===== config.mk =====
export PLATFORM = sky130hd
export DESIGN_NAME = line_buffer_3row_flat
export DESIGN_NICKNAME = d
export VERILOG_FILES = /design/src/rtl/line_buffer_3row_if.sv /design/src/rtl/line_buffer_3row.sv /design/src/flat_wrapper.sv
export SDC_FILE = /design/constraint.sdc
export NUM_CORES = 2
export LEC_CHECK = 0
export BUFFER_PORTS_ARGS = -buffer_cell sky130_fd_sc_hd__buf_2
export CORE_AREA = 2 2 371 373
export CTS_CLUSTER_DIAMETER = 40
export CTS_CLUSTER_SIZE = 12
export DETAILED_ROUTE_END_ITERATION = 16
export DIE_AREA = 0 0 373 375
export HOLD_SLACK_MARGIN = 0.12
export PLACE_DENSITY = 0.83
export SETUP_SLACK_MARGIN = 0.2
export SYNTH_ARGS = -nofsm -noshare
export SYNTH_HDL_FRONTEND = slang
export SYNTH_SLANG_ARGS = --single-unit

===== constraint.sdc =====
create_clock -name clk -period 5.3 [get_ports clk]
set_clock_uncertainty 0.05 [all_clocks]
set_input_delay 0.53 -clock clk [delete_from_list [all_inputs] [get_ports clk]]
set_output_delay 0.53 -clock clk [all_outputs]
set_load 0.01 [all_outputs]

===== src/rtl/line_buffer_3row_if.sv =====
// Pixel stream in, three-row column out: the handshake and window-register
// feed between line_buffer_3row and its neighbours.
interface line_buffer_3row_if #(
  parameter int DATA_WIDTH = 16
);
  logic                  in_valid;
  logic [DATA_WIDTH-1:0] in_pixel;
  logic                  in_ready;
  logic [DATA_WIDTH-1:0] out_row_n;
  logic [DATA_WIDTH-1:0] out_row_n_1;
  logic [DATA_WIDTH-1:0] out_row_n_2;
  logic                  Wr_window;
  logic                  Shift_window;
  logic                  window_valid;
  logic                  frame_done;

  // Upstream source plus downstream window register, seen from outside the block.
  modport master (
    output in_valid, in_pixel,
    input  in_ready, out_row_n, out_row_n_1, out_row_n_2,
    input  Wr_window, Shift_window, window_valid, frame_done
  );

  modport slave (
    input  in_valid, in_pixel,
    output in_ready, out_row_n, out_row_n_1, out_row_n_2,
    output Wr_window, Shift_window, window_valid, frame_done
  );
endinterface


===== src/rtl/line_buffer_3row.sv =====
// Two-line buffer feeding a 3x3 window register: for every accepted raster
// pixel it emits the column (r, r-1, r-2) and flags completed windows.
module line_buffer_3row #(
  parameter int DATA_WIDTH = 16,
  parameter int IMG_WIDTH  = 64,
  parameter int IMG_HEIGHT = 64,
  parameter int COL_W      = 6,
  parameter int ROW_W      = 6
) (
  input  logic               clk,
  input  logic               Rst_linebuf,
  line_buffer_3row_if.slave  bus
);

  typedef enum logic [1:0] {
    RUN,
    DRAIN1,
    DRAIN2
  } state_t;

  state_t state_q, state_d;

  logic [COL_W-1:0]      col_q;
  logic [ROW_W-1:0]      row_q;
  logic                  in_ready_q;
  logic [DATA_WIDTH-1:0] row_n_q, row_n_1_q, row_n_2_q;
  logic                  wr_q, shift_q;
  logic                  win_d1_q, window_valid_q, frame_done_q;

  logic [DATA_WIDTH-1:0] lb1 [IMG_WIDTH];
  logic [DATA_WIDTH-1:0] lb2 [IMG_WIDTH];

  logic accept;
  logic last_col, last_row;
  logic win_flag;

  assign accept   = bus.in_valid && in_ready_q;
  assign last_col = (col_q == COL_W'(IMG_WIDTH - 1));
  assign last_row = (row_q == ROW_W'(IMG_HEIGHT - 1));
  // Columns 0 and 1 of a row still hold stale columns of the previous row.
  assign win_flag = accept && (row_q >= ROW_W'(2)) && (col_q >= COL_W'(2));

  // NOTE: every variable assigned in always_comb gets a default first, so no latch is inferred.
  always_comb begin
    state_d = state_q;
    unique case (state_q)
      RUN:     if (accept && last_col && last_row) state_d = DRAIN1;
      DRAIN1:  state_d = DRAIN2;
      DRAIN2:  state_d = RUN;
      default: state_d = RUN;
    endcase
  end

  // NOTE: sequential state uses non-blocking assignments so every flop samples pre-edge values.
  always_ff @(posedge clk) begin
    if (!Rst_linebuf) begin
      state_q        <= RUN;
      col_q          <= '0;
      row_q          <= '0;
      in_ready_q     <= 1'b0;
      row_n_q        <= '0;
      row_n_1_q      <= '0;
      row_n_2_q      <= '0;
      wr_q           <= 1'b0;
      shift_q        <= 1'b0;
      win_d1_q       <= 1'b0;
      window_valid_q <= 1'b0;
      frame_done_q   <= 1'b0;
    end else begin
      state_q        <= state_d;
      in_ready_q     <= (state_d == RUN);
      frame_done_q   <= (state_d == DRAIN2);
      wr_q           <= accept;
      shift_q        <= accept;
      win_d1_q       <= win_flag;
      window_valid_q <= win_d1_q;
      if (accept) begin
        row_n_q   <= bus.in_pixel;
        row_n_1_q <= (row_q == '0) ? '0 : lb1[col_q];
        row_n_2_q <= (row_q < ROW_W'(2)) ? '0 : lb2[col_q];
        if (last_col) begin
          col_q <= '0;
          row_q <= last_row ? '0 : row_q + 1'b1;
        end else begin
          col_q <= col_q + 1'b1;
        end
      end
    end
  end

  // NOTE: line memories carry no reset; rows 0 and 1 mask their stale contents at the read side.
  always_ff @(posedge clk) begin
    if (Rst_linebuf && accept) begin
      lb2[col_q] <= lb1[col_q];
      lb1[col_q] <= bus.in_pixel;
    end
  end

  assign bus.in_ready     = in_ready_q;
  assign bus.out_row_n    = row_n_q;
  assign bus.out_row_n_1  = row_n_1_q;
  assign bus.out_row_n_2  = row_n_2_q;
  assign bus.Wr_window    = wr_q;
  assign bus.Shift_window = shift_q;
  assign bus.window_valid = window_valid_q;
  assign bus.frame_done   = frame_done_q;

endmodule

===== src/flat_wrapper.sv =====
// flat-port wrapper written by rule: the top's interface ports become plain ports
module line_buffer_3row_flat 
#(
  parameter int DATA_WIDTH = 16,
  parameter int IMG_WIDTH  = 64,
  parameter int IMG_HEIGHT = 64,
  parameter int COL_W      = 6,
  parameter int ROW_W      = 6
)
  (clk, Rst_linebuf, bus_in_valid, bus_in_pixel, bus_in_ready, bus_out_row_n, bus_out_row_n_1, bus_out_row_n_2, bus_Wr_window, bus_Shift_window, bus_window_valid, bus_frame_done);
  line_buffer_3row_if #(.DATA_WIDTH(DATA_WIDTH)) bus_i ();
  input  logic clk;
  input  logic Rst_linebuf;
  input wire logic [$bits(bus_i.in_valid)-1:0] bus_in_valid;
  input wire logic [$bits(bus_i.in_pixel)-1:0] bus_in_pixel;
  output wire logic [$bits(bus_i.in_ready)-1:0] bus_in_ready;
  output wire logic [$bits(bus_i.out_row_n)-1:0] bus_out_row_n;
  output wire logic [$bits(bus_i.out_row_n_1)-1:0] bus_out_row_n_1;
  output wire logic [$bits(bus_i.out_row_n_2)-1:0] bus_out_row_n_2;
  output wire logic [$bits(bus_i.Wr_window)-1:0] bus_Wr_window;
  output wire logic [$bits(bus_i.Shift_window)-1:0] bus_Shift_window;
  output wire logic [$bits(bus_i.window_valid)-1:0] bus_window_valid;
  output wire logic [$bits(bus_i.frame_done)-1:0] bus_frame_done;
  assign bus_i.in_valid = bus_in_valid;
  assign bus_i.in_pixel = bus_in_pixel;
  assign bus_in_ready = bus_i.in_ready;
  assign bus_out_row_n = bus_i.out_row_n;
  assign bus_out_row_n_1 = bus_i.out_row_n_1;
  assign bus_out_row_n_2 = bus_i.out_row_n_2;
  assign bus_Wr_window = bus_i.Wr_window;
  assign bus_Shift_window = bus_i.Shift_window;
  assign bus_window_valid = bus_i.window_valid;
  assign bus_frame_done = bus_i.frame_done;
  line_buffer_3row #(.DATA_WIDTH(DATA_WIDTH), .IMG_WIDTH(IMG_WIDTH), .IMG_HEIGHT(IMG_HEIGHT), .COL_W(COL_W), .ROW_W(ROW_W)) u_core (.clk(clk), .Rst_linebuf(Rst_linebuf), .bus(bus_i));
endmodule

==> key figures <==
Outcome
  • Status: completed

Pwr
  • Peak VDD IR: 0.352 mV
  • Total power draw: 34.6 mW
  • PD cells: 378 mW/mm²
  • Pint: 27.3 mW
  • Clk pwr share: 0.427
  • Sw frac: 0.211
  • Leak: 28.1 nW
  • Seq pwr share: 0.535
  • Proportion of power drawn by combinational gates: 0.038
  • Switching Power: 7.28 mW

Floorplan
  • Initial Util: 0.594
  • Site Rows: 136
  • Placeable Area: 0.136 mm²
  • Ports: 72
  • Full die area: 0.140 mm²
  • Die Span Y: 375 µm
  • Chip Width: 373 µm

Layout
  • Utilization after layout: 0.672
  • Layout Cells excl Fill: 5883
  • Nets@finish: 3957
  • Area delta synth->final: 13.1%
  • Ant diodes: 0
  • Share of cells above drive strength 1: 0.286
  • Final instance area: 0.0915 mm²

Synthesis
  • Yosys cell types: 60
  • #FFs+latches synth: 2120
  • Synth warn: 0
  • Post-synthesis async set-or-reset flop share: 0
  • Post-synth top area share: 0.760
  • Largest cells by area after synthesis: edfxtp_1, mux4_2, dfxtp_1
  • EDFF count, synth: 2048
  • Cells after Synth: 3675
  • Primary FF master, synth: edfxtp_1
  • Post-Syn Area: 0.0810 mm²
  • Dominant cell type by area after synthesis: edfxtp_1
  • Seq/Total Area, Yosys: 0.777
  • Synthesized Nets: 3699
  • Mean Syn Cell Area: 22.0 µm²

GRT
  • GRT Residual Overflow: 0
  • Largest net degree at the start of global routing: 67
  • Vias in the first global route: 43600
  • Tot GR Track Use: 0.332
  • First-pass GRT wire length: 324000 µm
  • Antenna violations before repair: 7

Worst hold path
  • Worst Hold Path EP: u_core.bus.out_row_n[5]$_SDFFE_PN0N_
  • Hold wc startpoint: Rst_linebuf
  • Min-Delay Path Depth: 3
  • HP Class: input pin to flop

Clock tree
  • Post-CTS setup buffer count: 0
  • Clk sink count: 2120
  • TritonCTS clock tree: done
  • Post-CTS sizing: 0
  • Clock Path Buffers: 3
  • Clock slew at reported path FFs: 0.06 ns
  • CTS Buf Count: 220
  • # hold bufs at CTS: 0
  • Skew-Pair Late Insertion Delay: 0.86 ns
  • CTS Root Cell: clkbuf_16
  • Htree depth: 4

Timing
  • Hold WS: 0.235 ns
  • Max-slew headroom at the worst pin: 0.128
  • Setup ws final: 0.876 ns
  • RSZ-0062 raised after global routing: false
  • Hold Fails Final Rpt: 0
  • Total negative slack: 0 ns
  • Max Slew Vio Count: 0
  • Maximum clock rate: 226 MHz
  • Actual slew at the worst max-slew pin: 1.31 ns
  • Crit share post-route: 0.835
  • Setup violators final: 0
  • Min Tclk post-route: 4.42 ns

Drt
  • Starting DRT DRC Count: 8139
  • Drt drc: 0
  • Final WL: 231000 µm
  • Via count: 43600
  • Via density: 7.41
  • Wirelength per Cell: 39.2 µm
  • Router iterations before antenna repair: 7
  • Post-route ant nets: 0

Setup path
  • R2r endpoint: u_core.lb2[10][8]$_DFFE_PP_
  • CP Max Fanout: 64
  • Worst setup SP type: flop
  • Setup CP Type: flop to flop
  • Cells on worst reg2reg path: 8
  • Highest-delay cell along the critical path: nor2_4
  • Data arrival, critical path: 4.92 ns
  • R2R Setup Slk: 0.88 ns
  • Worst path max stage delay: 0.92 ns
  • Req. time, crit path: 5.79 ns
  • Endpoint type of the worst setup path: flop
  • Crit-path most repeated cell: buf_4
  • Crit path cell chain: clkinv_2 > buf_4 > nor2_4 > a22oi_1 > a21oi_1 > a211oi_1 > a21oi_4 > buf_4

Placement
  • Pre-CTS WS: 1.14 ns
  • Cells after DPL: 5505
  • Placed instance area: 0.0847 mm²
  • Number of port buffers: 71
  • DP HPWL: 119000 µm
  • Gp weighted congestion: 0.858

Job
  • Max cap viols: 0
[kinds of logic after synthesis]
logic type | after synthesis | share of synthesized area
buf+inv | 212 | 0.0138
compound gates | 306 | 0.0265
mux | 617 | 0.159
fa+ha+maj | 5 | 0.000773
xor+xnor | 8 | 0.000865
simple gates | 407 | 0.0221
flops | 2120 | 0.777
[flip-flops by register name, summed over array words and instances (netlist names), named ones only]
signal / cells
u_core.lb1: 1024
u_core.lb2: 1024
u_core.bus.out_row_n: 16
u_core.bus.out_row_n_1: 16
u_core.bus.out_row_n_2: 16
u_core.col_q: 6
u_core.row_q: 6
u_core.bus.Wr_window: 1
u_core.bus.frame_done: 1
u_core.bus.in_ready: 1
u_core.bus.window_valid: 1
u_core.state_q: 1
u_core.win_d1_q: 1
[worst max path at each step]
stage / endpoint / cells after the start / start / slack, ns
floorplan: u_core.lb2[0][0]$_DFFE_PP_ / 9 / flop / 1.23
global placement: u_core.lb2[42][8]$_DFFE_PP_ / 7 / flop / 1.29
detailed placement: u_core.lb2[17][3]$_DFFE_PP_ / 7 / flop / 1.14
CTS: u_core.lb2[10][8]$_DFFE_PP_ / 8 / flop / 1.08
global route: u_core.lb2[45][3]$_DFFE_PP_ / 7 / flop / 0.93
finish: u_core.lb2[10][8]$_DFFE_PP_ / 8 / flop / 0.88
[cell usage in the layout, fill, tap and decap left out, types with 7 or more instances in the layout]
cell type	synthesis	layout
nor4_1	7	7
nor2_1	105	36
mux2i_1	76	76
nand4_1	16	16
nor3_1	17	16
a22oi_1	100	100
nor2b_1	15	15
a2111oi_0	9	8
dfxtp_1	72	67
a31oi_1	18	18
edfxtp_1	2048	2048
and3_1	9	8
clkinv_2	0	17
o211ai_1	16	16
o21ai_0	17	17
buf_4	36	143
buf_2	49	71
a21boi_0	16	16
a21oi_1	58	42
inv_6	0	8
a211oi_1	26	26
nor2_4	0	68
nand2_1	183	183
and2_1	13	13
bufinv_16	0	11
a21oi_4	0	15
clkbuf_16	0	223
clkbuf_8	0	7
clkinv_1	2	19
o22ai_1	7	7
clkbuf_1	77	69
mux4_2	531	531
buf_12	0	24
mux2_2	10	10
nand3_1	28	28
clkinv_4	0	12
[synth_stat cells, drive strengths merged, types with 17 or more instances]
cell	instances
a31oi	18
dfxtp	72
a22oi	100
a21oi	58
nand3	28
edfxtp	2048
clkbuf	77
nand2	183
mux4	531
mux2i	76
o21ai	17
buf	125
nor3	18
nor2	105
a211oi	26
[layout make-up]
| type | instances | area [µm²] |
|---|---|---|
| Clock buffer | 299 | 5940 |
| Tap cell | 1794 | 2240 |
| Clock inverter | 79 | 850 |
| Sequential cell | 2120 | 63000 |
| Inverter | 10 | 41.3 |
| Timing Repair Buffer | 238 | 1910 |
| Multi-Input combinational cell | 1343 | 17600 |
| Fill cell | 7675 | 44800 |
[layer usage]
metal	wire length (µm)	global-route usage	up-vias
met1	73500	0.425	22200
met2	109000	0.515	4455
met4	13800	0.173	14
li1	-	-	16000
met3	34100	0.105	911
met5	90	0	-
[power groups by stage]
stage	combinational, mW	clock, mW	sequential [mW]
after global placement	1.20	0	18.9
after global routing	1.36	15.4	18.5
final	1.31	14.8	18.5
after CTS	1.29	14.8	18.5
after detailed placement	1.25	0	18.9
after floorplan	0.780	0	18.9
[worst max-delay path: cells and delay by family (launching register included)]
kind                   cells  cell delay (ns)
flip-flops                 1             0.68
AO/OA/AOI/OAI              4             1.20
buffers and inverters      3             1.17
AND/OR/NAND/NOR            1             0.92
Note: power is estimated with default switching activity, not from simulation.
